## src/rtl/lcd_reader.sv

```systemverilog
// lcd_reader: 4-bit HD44780 read transaction engine (busy flag or data RAM) with optional busy polling.
module lcd_reader #(
  parameter int CYCLES_PER_US = 50,
  parameter int SETUP_CYC     = 4,
  parameter int E_HIGH_CYC    = 50,
  parameter int E_LOW_CYC     = 50,
  parameter int TIMEOUT_US    = 10000
) (
  input  logic       clk,
  input  logic       rst,
  input  logic       cmd_valid,
  output logic       cmd_ready,
  input  logic       cmd_rs,
  input  logic       cmd_poll,
  output logic       rsp_valid,
  output logic [7:0] rsp_data,
  output logic       rsp_timeout,
  input  logic [3:0] lcd_data_i,
  output logic       lcd_e,
  output logic       lcd_rs,
  output logic       lcd_rw,
  output logic       bus_own
);
  localparam int M0 = CYCLES_PER_US > SETUP_CYC ? CYCLES_PER_US : SETUP_CYC;
  localparam int M1 = M0 > E_HIGH_CYC ? M0 : E_HIGH_CYC;
  localparam int M2 = M1 > E_LOW_CYC ? M1 : E_LOW_CYC;
  localparam int MX = M2 > TIMEOUT_US ? M2 : TIMEOUT_US;
  localparam int CW = $clog2(MX) + 1;
  typedef enum logic [2:0] {IDLE, SETUP, EH1, EL1, EH2, EL2, DONE} state_t;
  state_t          state_q;
  logic [CW-1:0]   cnt_q, pre_q, us_q, lim;
  logic [3:0]      sync1_q, sync2_q, hi_q, lo_q;
  logic            poll_q, lcd_e_q, lcd_rs_q, lcd_rw_q, bus_own_q;
  logic            rsp_valid_q, rsp_timeout_q;
  logic [7:0]      rsp_data_q;
  logic            last, pre_last, expired;
  always_comb begin
    lim = (state_q == SETUP) ? CW'(SETUP_CYC - 1) :
          (state_q == EH1 || state_q == EH2) ? CW'(E_HIGH_CYC - 1) : CW'(E_LOW_CYC - 1);
  end
  assign last        = cnt_q == lim;
  assign pre_last    = pre_q == CW'(CYCLES_PER_US - 1);
  assign expired     = us_q == CW'(TIMEOUT_US);
  assign cmd_ready   = (state_q == IDLE) && !rst;
  assign rsp_valid   = rsp_valid_q;
  assign rsp_data    = rsp_data_q;
  assign rsp_timeout = rsp_timeout_q;
  assign lcd_e       = lcd_e_q;
  assign lcd_rs      = lcd_rs_q;
  assign lcd_rw      = lcd_rw_q;
  assign bus_own     = bus_own_q;
  // Control outputs are registered on state entry so they line up exactly with state_q.
  always_ff @(posedge clk) begin
    if (rst) begin
      state_q       <= IDLE;
      cnt_q         <= '0;
      pre_q         <= '0;
      us_q          <= '0;
      sync1_q       <= '0;
      sync2_q       <= '0;
      hi_q          <= '0;
      lo_q          <= '0;
      poll_q        <= 1'b0;
      lcd_e_q       <= 1'b0;
      lcd_rs_q      <= 1'b0;
      lcd_rw_q      <= 1'b0;
      bus_own_q     <= 1'b0;
      rsp_valid_q   <= 1'b0;
      rsp_timeout_q <= 1'b0;
      rsp_data_q    <= 8'h00;
    end else begin
      sync1_q       <= lcd_data_i;
      sync2_q       <= sync1_q;
      rsp_valid_q   <= 1'b0;
      rsp_timeout_q <= 1'b0;
      pre_q         <= (state_q == IDLE || pre_last) ? '0 : pre_q + 1'b1;
      if (state_q == IDLE)
        us_q <= '0;
      else if (pre_last && !expired)
        us_q <= us_q + 1'b1;
      if (state_q != IDLE && state_q != DONE)
        cnt_q <= last ? '0 : cnt_q + 1'b1;
      unique case (state_q)
        IDLE: if (cmd_valid) begin
          state_q   <= SETUP;
          cnt_q     <= '0;
          poll_q    <= cmd_poll && !cmd_rs;
          bus_own_q <= 1'b1;
          lcd_rw_q  <= 1'b1;
          lcd_rs_q  <= cmd_rs;
        end
        SETUP: if (last) begin
          state_q <= EH1;
          lcd_e_q <= 1'b1;
        end
        EH1: if (last) begin
          state_q <= EL1;
          hi_q    <= sync2_q;
          lcd_e_q <= 1'b0;
        end
        EL1: if (last) begin
          state_q <= EH2;
          lcd_e_q <= 1'b1;
        end
        EH2: if (last) begin
          state_q <= EL2;
          lo_q    <= sync2_q;
          lcd_e_q <= 1'b0;
        end
        EL2: if (last) begin
          if (poll_q && hi_q[3] && !expired) begin
            state_q <= EH1;
            lcd_e_q <= 1'b1;
          end else begin
            state_q   <= DONE;
            bus_own_q <= 1'b0;
            lcd_rw_q  <= 1'b0;
            lcd_rs_q  <= 1'b0;
          end
        end
        DONE: begin
          state_q       <= IDLE;
          rsp_valid_q   <= 1'b1;
          rsp_data_q    <= {hi_q, lo_q};
          rsp_timeout_q <= poll_q && hi_q[3] && expired;
        end
        default: state_q <= IDLE;
      endcase
    end
  end
endmodule

```

## config.mk

```make
export PLATFORM = sky130hd
export DESIGN_NAME = lcd_reader
export DESIGN_NICKNAME = d
export VERILOG_FILES = /design/src/rtl/lcd_reader.sv
export SDC_FILE = /design/constraint.sdc
export NUM_CORES = 1
export LEC_CHECK = 0
export CAP_MARGIN = 20
export CORE_AREA = 2 2 81 103
export DETAILED_ROUTE_END_ITERATION = 16
export DIE_AREA = 0 0 83 105
export GPL_ROUTABILITY_DRIVEN = 0
export MAX_ROUTING_LAYER = met4
export RECOVER_POWER = 50
export SYNTH_ARGS = -nofsm -noshare
export SYNTH_HDL_FRONTEND = slang
export SYNTH_SLANG_ARGS = --single-unit
```

## constraint.sdc

```tcl
create_clock -name clk -period 2.25 [get_ports clk]
set_input_delay 0.225 -clock clk [delete_from_list [all_inputs] [get_ports clk]]
set_output_delay 0.225 -clock clk [all_outputs]
set_load 0.01 [all_outputs]
```

# [After elaboration in Yosys (flattened, before gate mapping)]
# Cells that the tools add are included.
# Widths: inputs -> output; s select.
[word_totals] ff_bits=78 word_cells=90
[classes] addsub=3 n_eq_ne=20 mux=25 bitwise=1 n_reduce_logical=26
[op_table] cell="$mux 15" count=4
[op_table] cell="$add 15x1->15 const B" count=3
[op_table] cell="$mux 3" count=7
[op_table] cell="$pmux 3 s6" count=1
[op_table] cell="$ne 2x2->1 const B" count=8
[op_table] cell="$eq 15x14->1 const B" count=1
[op_table] cell="$eq 15x6->1" count=1
[op_table] cell="$eq 15x6->1 const B" count=1
[op_table] cell="$reduce_or 2->1" count=5
[op_table] cell="$eq 3x3->1 const B" count=3
[op_table] cell="$mux 1" count=9
[op_table] cell="$logic_and 1x1->1" count=7
[op_table] cell="$eq 3x2->1 const B" count=2
[op_table] cell="$mux 6" count=1
[op_table] cell="$reduce_and 2->1" count=3
[op_table] cell="$reduce_and 6->1" count=1
[op_table] cell="$reduce_bool 3->1" count=2
[op_table] cell="$reduce_and 5->1" count=1
[op_table] cell="$ne 2x1->1 const B" count=2
[op_table] cell="$pmux 1 s2" count=2
[op_table] cell="$reduce_and 4->1" count=1
[op_table] cell="$eq 3x1->1 const B" count=1
[op_table] cell="$logic_not 1->1" count=3
[op_table] cell="$logic_not 3->1" count=1
[op_table] cell="other kinds (5)" count=5

# [Longest topological paths before layout]
[depth] ltp_word=7 depth_mapped=7 depth_no_buf=7

# [Worst setup path before layout]
# No wires, ideal clock.
[synth_path] path_type="reg-to-reg" from="register us_q[2]" to="register lcd_rs_q (netlist: lcd_rs)" setup_time_ns=0.116 arrival_ns=1.780 required_time_ns=2.134 setup_slack_ns=0.354 stages_incl_launch_ff=7 cell_sequence="dfxtp_1 > buf_6 > or4_4 > nor4_4 > nand3b_2 > nand4_1 > a31o_1"
[synth_via] elab_chain_len=5
[synth_lines] item="start, declared" line_no="31" rtl="logic [CW-1:0] cnt_q, pre_q, us_q, lim;"
[synth_lines] item="start signal, assigned" line_no="80" rtl="us_q <= us_q + 1'b1;"
[synth_lines] item="$eq 15x14->1" line_no="43" rtl="assign expired = us_q == CW'(TIMEOUT_US);"
[synth_lines] item="$logic_not 1->1" line_no="111" rtl="if (poll_q && hi_q[3] && !expired) begin"
[synth_lines] item="$logic_and 1x1->1" line_no="111"
[synth_lines] item="$ne 2x2->1 (no line)"
[synth_lines] item="$reduce_and 4->1 (no line)"
[synth_lines] item="end signal, assigned" line_no="90" rtl="lcd_rs_q <= cmd_rs;"
[synth_lines] item="end, declared" line_no="33" rtl="logic poll_q, lcd_e_q, lcd_rs_q, lcd_rw_q, bus_own_q;"
# No other way between the ends.
# A chain may end at the register's enable or synchronous reset.

# [Worst setup path after layout]
[layout_path] from="register state_q[1]" to="output port cmd_ready"
[layout_via] elab_chain_len=2
[layout_lines] item="start, declared" line_no="30" rtl="state_t state_q;"
[layout_lines] item="start signal, assigned" line_no="55" rtl="state_q <= IDLE;"
[layout_lines] item="start signal, assigned" line_no="85" rtl="state_q <= SETUP;"
[layout_lines] item="start signal, assigned" line_no="93" rtl="state_q <= EH1;"
[layout_lines] item="$logic_not 3->1" line_no="44" rtl="assign cmd_ready = (state_q == IDLE) && !rst;"
[layout_lines] item="$logic_and 1x1->1" line_no="44"
[layout_lines] item="end, declared" line_no="12" rtl="output logic cmd_ready,"
# No other way between the ends.

==> flow_summary.ini <==
[status]
status = complete, no violations

[drt]
postRouteAntennaNets = 0
routedWlPerCell_um = 13.15
wirelength_mm = 6.838
dr_total_vias = 2739
drc_errors = 0
dr.pass1.iters = 4
viasPerCell = 5.267
drtIter0Drc = 97

[timing]
hold_viol_final = 0
fin_setup_tns_ns = 0
slew_headroom = 0.1447
skew_ns = 0.01305
setup_viol = 0
rsz0062_at_grt = no
worstMarginPinSlew_ns = 1.283
post-route-min-period_ns = 2.117
drv_slew = 0
whs_ns = 0.4056
timing.final.crit_share = 0.9407
fmaxAchievable_ghz = 0.4725

[global_routing]
gr-total-overflow = 0
grt_usage = 0.1759
grt_max_degree = 32
antenna_found_initial = 0
grt_pass1_wl_mm = 12.37
grt_pass1_vias = 2675

[logic_synthesis]
ys_ff_latch = 78
yosysSeqAreaShare = 0.4593
synthCells = 386
ys_warn_count = 0
ys.flop_type = dfxtp_1
syn_area_sq_mm = 0.003400
synth_top_area_share = 0.4593
synthDistinctLibCells = 48
async_reset_ff_frac = 0
synth_top_cell_by_area = dfxtp_1
synth_fp_nets = 400
synth_most_common_cell = dfxtp_1
syn_area_per_cell_sq_um = 8.807
synth_edf_count = 0
yosys-top-cells-area = dfxtp_1 (46%), nor2_1 (5.9%), xor2_1 (5.4%)
synth_common_cells = dfxtp_1 (78), nor2_1 (53), nand2_1 (44), a21oi_1 (23), xor2_1 (21)

[power_and_ir_drop]
p_sw_mw = 0.6544
p_int_mw = 1.870
seqPwrFrac = 0.555
p_comb_frac = 0.044
p_leak_nw = 1.396
p_clk_frac = 0.401
swShare = 0.2592
p_per_area_mw_per_mm2 = 634.4
peakVddDrop_mv = 0.2956

[worst_setup_path]
cp_data_required_time_ns = 2.03
crit_arrival_ns = 1.89
worst_path_largest_cell_delay_ns = 0.57
crit_fanout = 9
cp_slowest_cell = clkdlybuf4s50_1
r2r_cells = 5
crit_path_cell_trace = buf_4, or2_2, nor3_1, clkdlybuf4s50_1
critPathKind = reg -> out
end_kind = primary output
crit_cells = 4
critPathTopFamily = buffers and inverters
cp_num_buf_inv = 2
worst_setup_path_start_kind = flop

[placement]
port_buffers = 23
dp_hpwl_mm = 4.875
place_area_sq_mm = 0.003789

[cells_and_area]
nFillCells = 749
fin_area_sq_mm = 0.003979
synthToLayoutAreaGrowth_pct = 17.04
final_core_util = 0.5166
final_nets = 434
drive_gt1_frac = 0.09882
diodes = 0

[clock_tree]
cts-root-buf = clkbuf_8
htree_levels = 3
postCtsSetupBuffers = 0
clk_latency_ns = 0.36
cts.sinks = 78
cts_made_buffers = 9
ctsLongestPathBuffers = 2
cts_tree = built
cts.clk_slew.worst_paths_ns = 0.09

[floorplanning]
core-area_sq_mm = 0.007702
die_area_sq_mm = 0.008715
fp.dieW_um = 83
floorplan.initialDensity = 0.4414
io_pins = 24
die_height_um = 105
rows = 36

[hold_path]
holdPathStages = 2
hp-class = in -> reg

[job]
maxCapViolations = 0
==> sequential cells by signal (all words and copies together), names as in the netlist, 3 cells and up <==
signal    count
sync2_q       4
cnt_q        15
lo_q          4
us_q         15
hi_q          4
sync1_q       4
rsp_data      8
state_q       3
pre_q        15
==> stage by stage <==
step / std cells / total power [mW] / setup WS (ns)
final: 520 / 2.524 / 0.1334
after global routing: 520 / 2.631 / 0.004649
after CTS: 520 / 2.565 / 0.1147
after detailed placement: 504 / 1.549 / 0.1730
after global placement: 504 / 1.548 / 0.2812
after floorplan: 386 / 1.500 / 0.3543
==> cell type report <==
type | count | area [sq um] | area share
timing repair buffer | 38 | 336.6 | 0.08459
tap | 95 | 118.9 | 0.02987
clock inverter | 7 | 61.31 | 0.01541
inverter | 8 | 30.03 | 0.007547
clock buffer | 9 | 123.9 | 0.03113
sequential | 78 | 1562 | 0.3925
multi-input combinational | 285 | 1747 | 0.4390
==> power by group through the flow <==
| stage | Sequential, mW | Clock, mW | Combinational [mW] |
|---|---|---|---|
| after floorplan | 1.43 | 0 | 0.0654 |
| after global placement | 1.43 | 0 | 0.114 |
| after detailed placement | 1.43 | 0 | 0.114 |
| after CTS | 1.40 | 1.05 | 0.114 |
| after global routing | 1.40 | 1.10 | 0.123 |
| final | 1.40 | 1.01 | 0.111 |
==> cells by family (layout without fill, tap and decap cells) <==
family	after synthesis	count (layout)	share of synthesized area
buf+inv	23	62	0.03018
xor+xnor	35	35	0.09017
compound gates	45	45	0.08024
mux	9	9	0.02650
fa+ha+maj	5	5	0.01840
flops	78	78	0.4593
simple gates	191	191	0.2952
==> path summary, 6_finish.rpt <==
kind	start	end	slack [ns]
min reg2reg	sync1_q[1]	sync2_q[1]	0.44
max	state_q[1]	cmd_ready	0.13
min	lcd_data_i[3]	sync1_q[3]	0.41
max reg2reg	pre_q[8]	us_q[14]	0.24
==> cell usage in the layout, fill, tap and decap left out, types with 3 or more instances in the layout <==
cell	Yosys	routed
nor2_1	53	53
nand2_1	44	44
inv_6	0	3
and3_1	8	8
clkbuf_8	0	9
xnor2_1	14	14
nand4_1	13	13
and2_1	3	3
nor2b_1	10	10
nand3_1	13	13
o21ai_0	5	5
inv_1	8	8
nor4b_2	2	3
nor4_1	8	8
clkdlybuf4s50_1	0	9
nor3b_1	5	5
or3_1	5	5
nor3_1	7	6
ha_1	5	5
dfxtp_1	78	78
and4_1	3	3
dlygate4sd3_1	0	14
a21oi_1	23	23
buf_4	1	13
mux2i_1	9	9
or2_2	3	3
a211oi_1	3	3
xor2_1	21	21
==> what timing repair did <==
action                                 in CTS  in global routing
gates resized for setup                     0                  2
hold buffers                                0                  0
setup endpoints to repair                   0                  4
endpoints found under the hold margin       0                  0
==> routing by layer <==
layer,routed length (um),GRT usage,vias up
li1,-,-,1405
met1,3224,0.2208,1279
met2,3245,0.2782,38
met3,199,0.02607,17
met4,168,0.08314,0
met5,0,-,-
(Power assumes the default switching activity.)
